$ cat config.mk
export PLATFORM = sky130hd
export DESIGN_NAME = truth_table_extractor
export DESIGN_NICKNAME = d
export VERILOG_FILES = /design/src/rtl/tt_pkg.sv /design/src/rtl/tt_sample_window.sv /design/src/rtl/truth_table_extractor.sv
export SDC_FILE = /design/constraint.sdc
export NUM_CORES = 1
export LEC_CHECK = 0
export CORE_MARGIN = 2
export CORE_UTILIZATION = 45
export DETAILED_ROUTE_END_ITERATION = 12
export GPL_TIMING_DRIVEN = 1
export PLACE_DENSITY_LB_ADDON = 0.05
export SYNTH_ARGS = -nofsm -noshare
export SYNTH_HDL_FRONTEND = slang
export SYNTH_SLANG_ARGS = --single-unit
export TNS_END_PERCENT = 100
$ cat constraint.sdc
create_clock -name clk -period 2.1 [get_ports clk]
set_clock_uncertainty 0.15 [all_clocks]
set_input_delay 0.525 -clock clk [delete_from_list [all_inputs] [get_ports clk]]
set_output_delay 0.525 -clock clk [all_outputs]
set_load 0.005 [all_outputs]
$ cat src/rtl/tt_pkg.sv
// Shared types and the index-to-port mapping for the truth-table extractor.
// The bench reference model uses the same mapping.
package tt_pkg;

  localparam int TT_W  = 16;
  localparam int IDX_W = 4;

  typedef enum logic [1:0] {
    IDLE,
    SETTLE,
    SAMPLE,
    FINISH
  } state_t;

  typedef struct packed {
    logic in1;
    logic in2;
    logic in3;
    logic in4;
  } dut_inputs_t;

  // in1 carries the most significant index bit.
  function automatic dut_inputs_t idx_to_inputs(input logic [IDX_W-1:0] k);
    dut_inputs_t r;
    r.in1 = k[3];
    r.in2 = k[2];
    r.in3 = k[1];
    r.in4 = k[0];
    return r;
  endfunction

endpackage

$ cat src/rtl/tt_sample_window.sv
// Settle/sample timing and stability compare for one input combination.
// A single counter serves both phases and is cleared at the end of each phase.
module tt_sample_window #(
  parameter int SETTLE_CYCLES  = 4,
  parameter int STABLE_SAMPLES = 2
) (
  input  logic clk,
  input  logic rst_n,
  input  logic in_settle,
  input  logic in_sample,
  input  logic dut_out,
  output logic settle_done,
  output logic sample_en,
  output logic first_sample,
  output logic differ,
  output logic window_done
);

  localparam int CNT_W = 8;
  localparam logic [CNT_W-1:0] SETTLE_LAST = CNT_W'(SETTLE_CYCLES - 1);
  localparam logic [CNT_W-1:0] SAMPLE_LAST = CNT_W'(STABLE_SAMPLES - 1);

  logic [CNT_W-1:0] cnt_q, cnt_d;
  logic             first_q, first_d;

  always_comb begin
    cnt_d        = '0;
    first_d      = first_q;
    settle_done  = in_settle && (cnt_q == SETTLE_LAST);
    sample_en    = in_sample;
    first_sample = in_sample && (cnt_q == '0);
    window_done  = in_sample && (cnt_q == SAMPLE_LAST);
    // Later samples are compared against the stored first sample.
    differ       = in_sample && (cnt_q != '0) && (dut_out != first_q);
    if (first_sample) first_d = dut_out;
    if ((in_settle && !settle_done) || (in_sample && !window_done)) begin
      cnt_d = cnt_q + 1'b1;
    end
  end

  always_ff @(posedge clk or negedge rst_n) begin
    if (!rst_n) begin
      cnt_q   <= '0;
      first_q <= 1'b0;
    end else begin
      cnt_q   <= cnt_d;
      first_q <= first_d;
    end
  end

endmodule

$ cat src/rtl/truth_table_extractor.sv
// Steps a 4-input netlist through all 16 combinations, assembles its truth
// table, compares it against an expected ID and flags unstable outputs.
module truth_table_extractor
  import tt_pkg::*;
#(
  parameter int SETTLE_CYCLES  = 4,
  parameter int STABLE_SAMPLES = 2
) (
  input  logic            clk,
  input  logic            rst_n,
  input  logic            start,
  input  logic [TT_W-1:0] expected_id,
  output logic            dut_in1,
  output logic            dut_in2,
  output logic            dut_in3,
  output logic            dut_in4,
  input  logic            dut_out,
  output logic            busy,
  output logic            done,
  output logic [TT_W-1:0] table_id,
  output logic            match,
  output logic [TT_W-1:0] unstable
);

  state_t            state_q, state_d;
  logic [IDX_W-1:0]  k_q, k_d;
  logic [TT_W-1:0]   exp_q, exp_d;
  logic [TT_W-1:0]   table_q, table_d;
  logic [TT_W-1:0]   unstable_q, unstable_d;
  logic              busy_q, busy_d;
  logic              done_q, done_d;
  logic              match_q, match_d;
  dut_inputs_t       in_q, in_d;

  logic settle_done, sample_en, first_sample, differ, window_done;

  tt_sample_window #(
    .SETTLE_CYCLES (SETTLE_CYCLES),
    .STABLE_SAMPLES(STABLE_SAMPLES)
  ) u_window (
    .clk         (clk),
    .rst_n       (rst_n),
    .in_settle   (state_q == SETTLE),
    .in_sample   (state_q == SAMPLE),
    .dut_out     (dut_out),
    .settle_done (settle_done),
    .sample_en   (sample_en),
    .first_sample(first_sample),
    .differ      (differ),
    .window_done (window_done)
  );

  always_comb begin
    state_d    = state_q;
    k_d        = k_q;
    exp_d      = exp_q;
    table_d    = table_q;
    unstable_d = unstable_q;
    busy_d     = busy_q;
    done_d     = 1'b0;
    match_d    = match_q;
    in_d       = in_q;
    case (state_q)
      IDLE: begin
        // A start coinciding with the done pulse is dropped, not queued.
        if (start && !done_q) begin
          exp_d      = expected_id;
          table_d    = '0;
          unstable_d = '0;
          match_d    = 1'b0;
          k_d        = '0;
          in_d       = idx_to_inputs('0);
          busy_d     = 1'b1;
          state_d    = SETTLE;
        end
      end
      SETTLE: begin
        if (settle_done) state_d = SAMPLE;
      end
      SAMPLE: begin
        if (sample_en && first_sample) table_d[k_q] = dut_out;
        if (differ) unstable_d[k_q] = 1'b1;
        if (window_done) begin
          if (k_q == IDX_W'(TT_W - 1)) begin
            state_d = FINISH;
          end else begin
            k_d     = k_q + 1'b1;
            in_d    = idx_to_inputs(k_d);
            state_d = SETTLE;
          end
        end
      end
      FINISH: begin
        match_d = (table_q == exp_q);
        done_d  = 1'b1;
        busy_d  = 1'b0;
        state_d = IDLE;
      end
      default: state_d = IDLE;
    endcase
  end

  always_ff @(posedge clk or negedge rst_n) begin
    if (!rst_n) begin
      state_q    <= IDLE;
      k_q        <= '0;
      exp_q      <= '0;
      table_q    <= '0;
      unstable_q <= '0;
      busy_q     <= 1'b0;
      done_q     <= 1'b0;
      match_q    <= 1'b0;
      in_q       <= '0;
    end else begin
      state_q    <= state_d;
      k_q        <= k_d;
      exp_q      <= exp_d;
      table_q    <= table_d;
      unstable_q <= unstable_d;
      busy_q     <= busy_d;
      done_q     <= done_d;
      match_q    <= match_d;
      in_q       <= in_d;
    end
  end

  assign dut_in1  = in_q.in1;
  assign dut_in2  = in_q.in2;
  assign dut_in3  = in_q.in3;
  assign dut_in4  = in_q.in4;
  assign busy     = busy_q;
  assign done     = done_q;
  assign table_id = table_q;
  assign match    = match_q;
  assign unstable = unstable_q;

endmodule

Word-level counts from Yosys, hierarchy flattened
Index checks and enable logic that the tools add are counted.
{"block": "word_totals", "reg_bits": 70, "in_bits": 20, "out_inout_bits": 39, "wordCells": 81}
{"block": "classes", "add_sub_neg": 2, "magnitude_cmp": 2, "n_eq_ne": 14, "n_mux": 23, "bitwise_logic": 1, "reduce_logical": 25}
{"op": "$pmux W16 S2", "count": 2}
{"op": "$mux W16", "count": 3}
{"op": "$bwmux W16", "count": 1}
{"op": "$eq A16 B16 Y1", "count": 1}
{"op": "$or A16 B16 Y16", "count": 1}
{"op": "$mux W4", "count": 3}
{"op": "$logic_and A1 B1 Y1", "count": 10}
{"op": "$reduce_and A3 Y1", "count": 3}
{"op": "$add A8 B1 Y8 const B", "count": 1}
{"op": "$eq A8 B1 Y1 const B", "count": 1}
{"op": "$eq A8 B2 Y1 const B", "count": 1}
{"op": "$logic_not A8 Y1", "count": 1}
{"op": "$mux W2", "count": 4}
{"op": "$mux W8", "count": 1}
{"op": "$pmux W2 S4", "count": 1}
{"op": "$pmux W4 S2", "count": 1}
{"op": "$reduce_bool A8 Y1", "count": 1}
{"op": "$ne A2 B1 Y1 const B", "count": 3}
{"op": "$ne A2 B2 Y1 const B", "count": 3}
{"op": "$lt A4 B5 Y1 const B", "count": 1}
{"op": "$add A4 B1 Y4 const B", "count": 1}
{"op": "$demux W1 S4", "count": 1}
{"op": "$eq A2 B2 Y1 const B", "count": 2}
{"op": "$eq A4 B4 Y1 const B", "count": 1}
{"op": "other kinds (11)", "count": 19}

Longest topological paths before layout
{"block": "logic_depth", "word_depth": 7, "depth_mapped": 7, "ltp_nobuf": 6}

Modules after synthesis
From an unflattened synthesis, not the netlist that was laid out.
{"block": "unflattened", "cells_unflattened": 323, "hier_area_um2": 3164.3}
{"module": "truth_table_extractor", "instances": 1, "cells_per_inst": 271, "area_each_um2": 2632.5, "seq_area_each_um2": 1426.4}
{"module": "tt_sample_window", "instances": 1, "cells_per_inst": 52, "area_each_um2": 531.8, "seq_area_each_um2": 225.2}

Worst setup path before layout
No wires, ideal clock.
{"block": "synth_path", "path_type": "register to register", "start": "register u_window.cnt_q[2]", "end": "register table_q[4] (netlist: table_id[4])", "setup_time_ns": 0.118, "t_arrival_ns": 1.737, "t_required_ns": 1.832, "slack_ns": 0.094, "stages_incl_launch_ff": 5, "n_path_buf": 0, "period_less_slack_ns": 2.006, "path_cell_list": "dfrtp_1 or4_4 or4_4 mux2i_1 nor2_1"}
{"block": "synth_between", "elab_chain_cells": 5}
{"element": "from (decl)", "line": "tt_sample_window.sv:23", "text": "logic [CNT_W-1:0] cnt_q, cnt_d;"}
{"element": "from (signal assigned)", "line": "tt_sample_window.sv:46", "text": "cnt_q <= cnt_d;"}
{"element": "$logic_not A8 Y1", "line": "tt_sample_window.sv:31", "text": "first_sample = in_sample && (cnt_q == '0);"}
{"element": "$logic_and A1 B1 Y1", "line": "tt_sample_window.sv:31"}
{"element": "$logic_and A1 B1 Y1", "line": "truth_table_extractor.sv:81", "text": "if (sample_en && first_sample) table_d[k_q] = dut_out;"}
{"element": "$ne A2 B1 Y1 (no line)"}
{"element": "$reduce_and A3 Y1 (no line)"}
{"element": "to (signal assigned)", "line": "truth_table_extractor.sv:118", "text": "table_q <= table_d;"}
{"element": "to (decl)", "line": "truth_table_extractor.sv:28", "text": "logic [TT_W-1:0] table_q, table_d;"}
No other way between the ends.
A chain may end at the register's enable or synchronous reset.

==> reports/qor.yml <==
pin_count: 59
post-synth-top-area-cell: "dfrtp_1"
root_buffer: "clkbuf_8"
rows: 30
cts_tree: "built"
grt_use_total_pct: 21.3
dp_hpwl_um: 5590
synth.most_common_cell: "nand2_1"
max-slew-margin-rel_pct: 69.0
final_cell_area_mm2: 0.00430
initialDrtViolationCount: 154
io_buffers: 58
syn-num-nets: 363
netlist_area_mm2: 0.00324
max_freq_mhz: 491
nets: 444
syn_avg_cell_area_um2: 9.65
area_growth_pct: 32.5
dpl_worst_slack_ps: -188
yosysSeqAreaShare_pct: 50.9
path_delay_family: "buffers and inverters"
totalPowerFinal_mw: 4.01
grt_antenna_before_repair: 0
cts_sinks: 66
cts-buffers-inserted: 9
overflow: 0
drive_gt1_share_pct: 13.8
firstDrtPassIters: 4
maxSlewViolCount: 0
worstMarginPinSlew_ps: 460
grt_first_pass_wirelength_um: 12700
outcome: "complete, no violations"
grt_max_degree: 67
synth-edff-count: 0
clock_path_buffers: 2
die-area_mm2: 0.00790
place_area_mm2: 0.00409
critPathSlowestCell: "clkdlybuf4s50_1"
critical_path.startpoint_type: "register"
peakVddDrop_v: 0.000549
synth_top_area_share_pct: 50.9
critPathBufInv: 1
critPathArrivalTime_ps: 1360
start_util_pct: 47.2
viasPerCell: 5.32
ys_top_cells_by_count: "77 x nand2_1, 66 x dfrtp_1, 24 x o21ai_0, 21 x xor2_1, 17 x nor2_1"
htree_levels: 3
synth_cell_type_count: 44
chipHeight_um: 88.9
cp.required_ps: 1420
drtAntennaViolNets: 0
core_mm2: 0.00687
hold_path_class: "in2async"
ys.flop_type: "dfrtp_1"
rsz0062_at_grt: "no"
yosysWarnings: 0
crit_chain: "clkdlybuf4s50_1"
end_kind: "output pin"
hold_viol: 0
fin_ws_ps: 61.7
diodes: 0
fin_crit_ps: 2040
ys_async_sr_fraction_pct: 100
r2r_cells: 4
critical_path_class: "reg2out"
cp_slowest_stage_delay_ps: 550
post-route-period-util_pct: 97.1
gp_congestion: 0.854
worst-path-stages: 1
post_cts.repair.setup_buffers: 0
grt_pass1_vias: 2562
leakage_nw: 1.97
vias: 2749
power_density_mw_per_mm2: 932
clk_latency_ps: 330
die_w_um: 88.9
syn_inst: 336
cts.clk_slew.worst_paths_ps: 70
max_cap_violations: 0
wl_per_cell_um: 15.3
drc: 0
finalSetupViolations: 0
ys_ff_latch: 66
cts_hold_repair.buffers: 0
ys_top_cells_by_area: "dfrtp_1 51%, nand2_1 8.9%, xor2_1 5.7%"
path_max_fanout: 8
routed_wl_um: 7910
[sequential cells by signal, indices dropped and copies added, names as in the netlist]
name              cells
exp_q                16
table_id             16
unstable             16
u_window.cnt_q        8
k_q                   3
state_q               2
busy                  1
done                  1
dut_in1               1
match                 1
u_window.first_q      1
[where the power goes]
| group | total, mW | switching [mW] | internal, mW |
|---|---|---|---|
| sequential | 1.65 | 0.155 | 1.49 |
| combinational | 1.27 | 0.711 | 0.555 |
| clock | 1.09 | 0.456 | 0.638 |
[through the flow]
stage / cells / TNS (ps) / util [%] / hold WS (ps)
floorplan: 336 / 0 / - / 79.4
global placement: 502 / -4690 / 59.5 / 312
detailed placement: 502 / -5160 / 59.5 / 320
CTS: 517 / 0 / 62.5 / 59.2
global route: 517 / 0 / 62.6 / 68.4
finish: 517 / 0 / 62.6 / 37.4
[worst paths after layout]
kind,startpoint,to,slack (ps)
worst max-delay path,k_q[0],dut_in4,60
min in group clk,unstable[2],unstable[2],330
max in group asynchronous,rst_n,k_q[2],1440
worst min register to register,unstable[2],unstable[2],330
worst min-delay path,rst_n,unstable[13],40
worst max register to register,u_window.cnt_q[2],table_id[4],90
[layout make-up]
class,count,area [µm²]
clock buffer,13,169
tap,96,120
timing repair buffer,86,811
inverter,10,37.5
sequential,66,1650
clock inverter,2,35.0
fill,581,2570
multi-input combinational,244,1470
[logic make-up (layout without fill, tap and decap cells)]
family | after synthesis | count (layout) | share of synthesized area, %
and+or+nand+nor | 151 | 151 | 24.2
DFF | 66 | 66 | 50.9
AOI/OAI and AO/OA | 58 | 58 | 10.5
buffers and inverters | 26 | 111 | 3.86
xor gates and xnor gates | 23 | 23 | 6.21
adders and majority gates | 7 | 7 | 2.70
muxes | 5 | 5 | 1.62
[layer usage]
metal | vias up | wire (µm) | track usage [%] | share of wire [%]
li1 | 1326 | - | - | -
met1 | 1345 | 3810 | 30.8 | 48
met2 | 70 | 3700 | 32.8 | 47
met3 | 8 | 298 | 3.14 | 3.8
met4 | 0 | 96 | 7.71 | 1.2
met5 | - | 0 | 0 | 0
[layout by cell type, fill, tap and decap left out, types with 2 or more instances in the layout]
cell type,synthesis,layout
or4_4,2,2
mux2_2,2,2
nand2b_1,4,4
xor2_1,21,21
o21a_1,4,4
nand3_1,10,10
ha_1,7,7
o21ai_0,24,24
nor2_1,17,17
buf_4,2,26
clkbuf_8,0,12
inv_1,10,10
nor2b_1,3,3
buf_12,0,2
nor3_1,2,2
a21oi_1,13,13
mux2i_1,3,3
a31oi_1,10,10
and3_1,3,3
and4_1,4,4
o31ai_1,3,3
nand2_1,77,77
xnor2_1,2,2
dfrtp_1,66,65
clkdlybuf4s50_1,0,57
nand4_1,13,13
nor4b_4,2,2
nor4_1,4,4
[what timing repair did]
item                                    4_1_cts  5_1_grt
endpoints found under the setup margin        1       11
gates cloned                                  0        0
resized for setup                             1        1
Note: power is estimated with default switching activity, not from simulation.
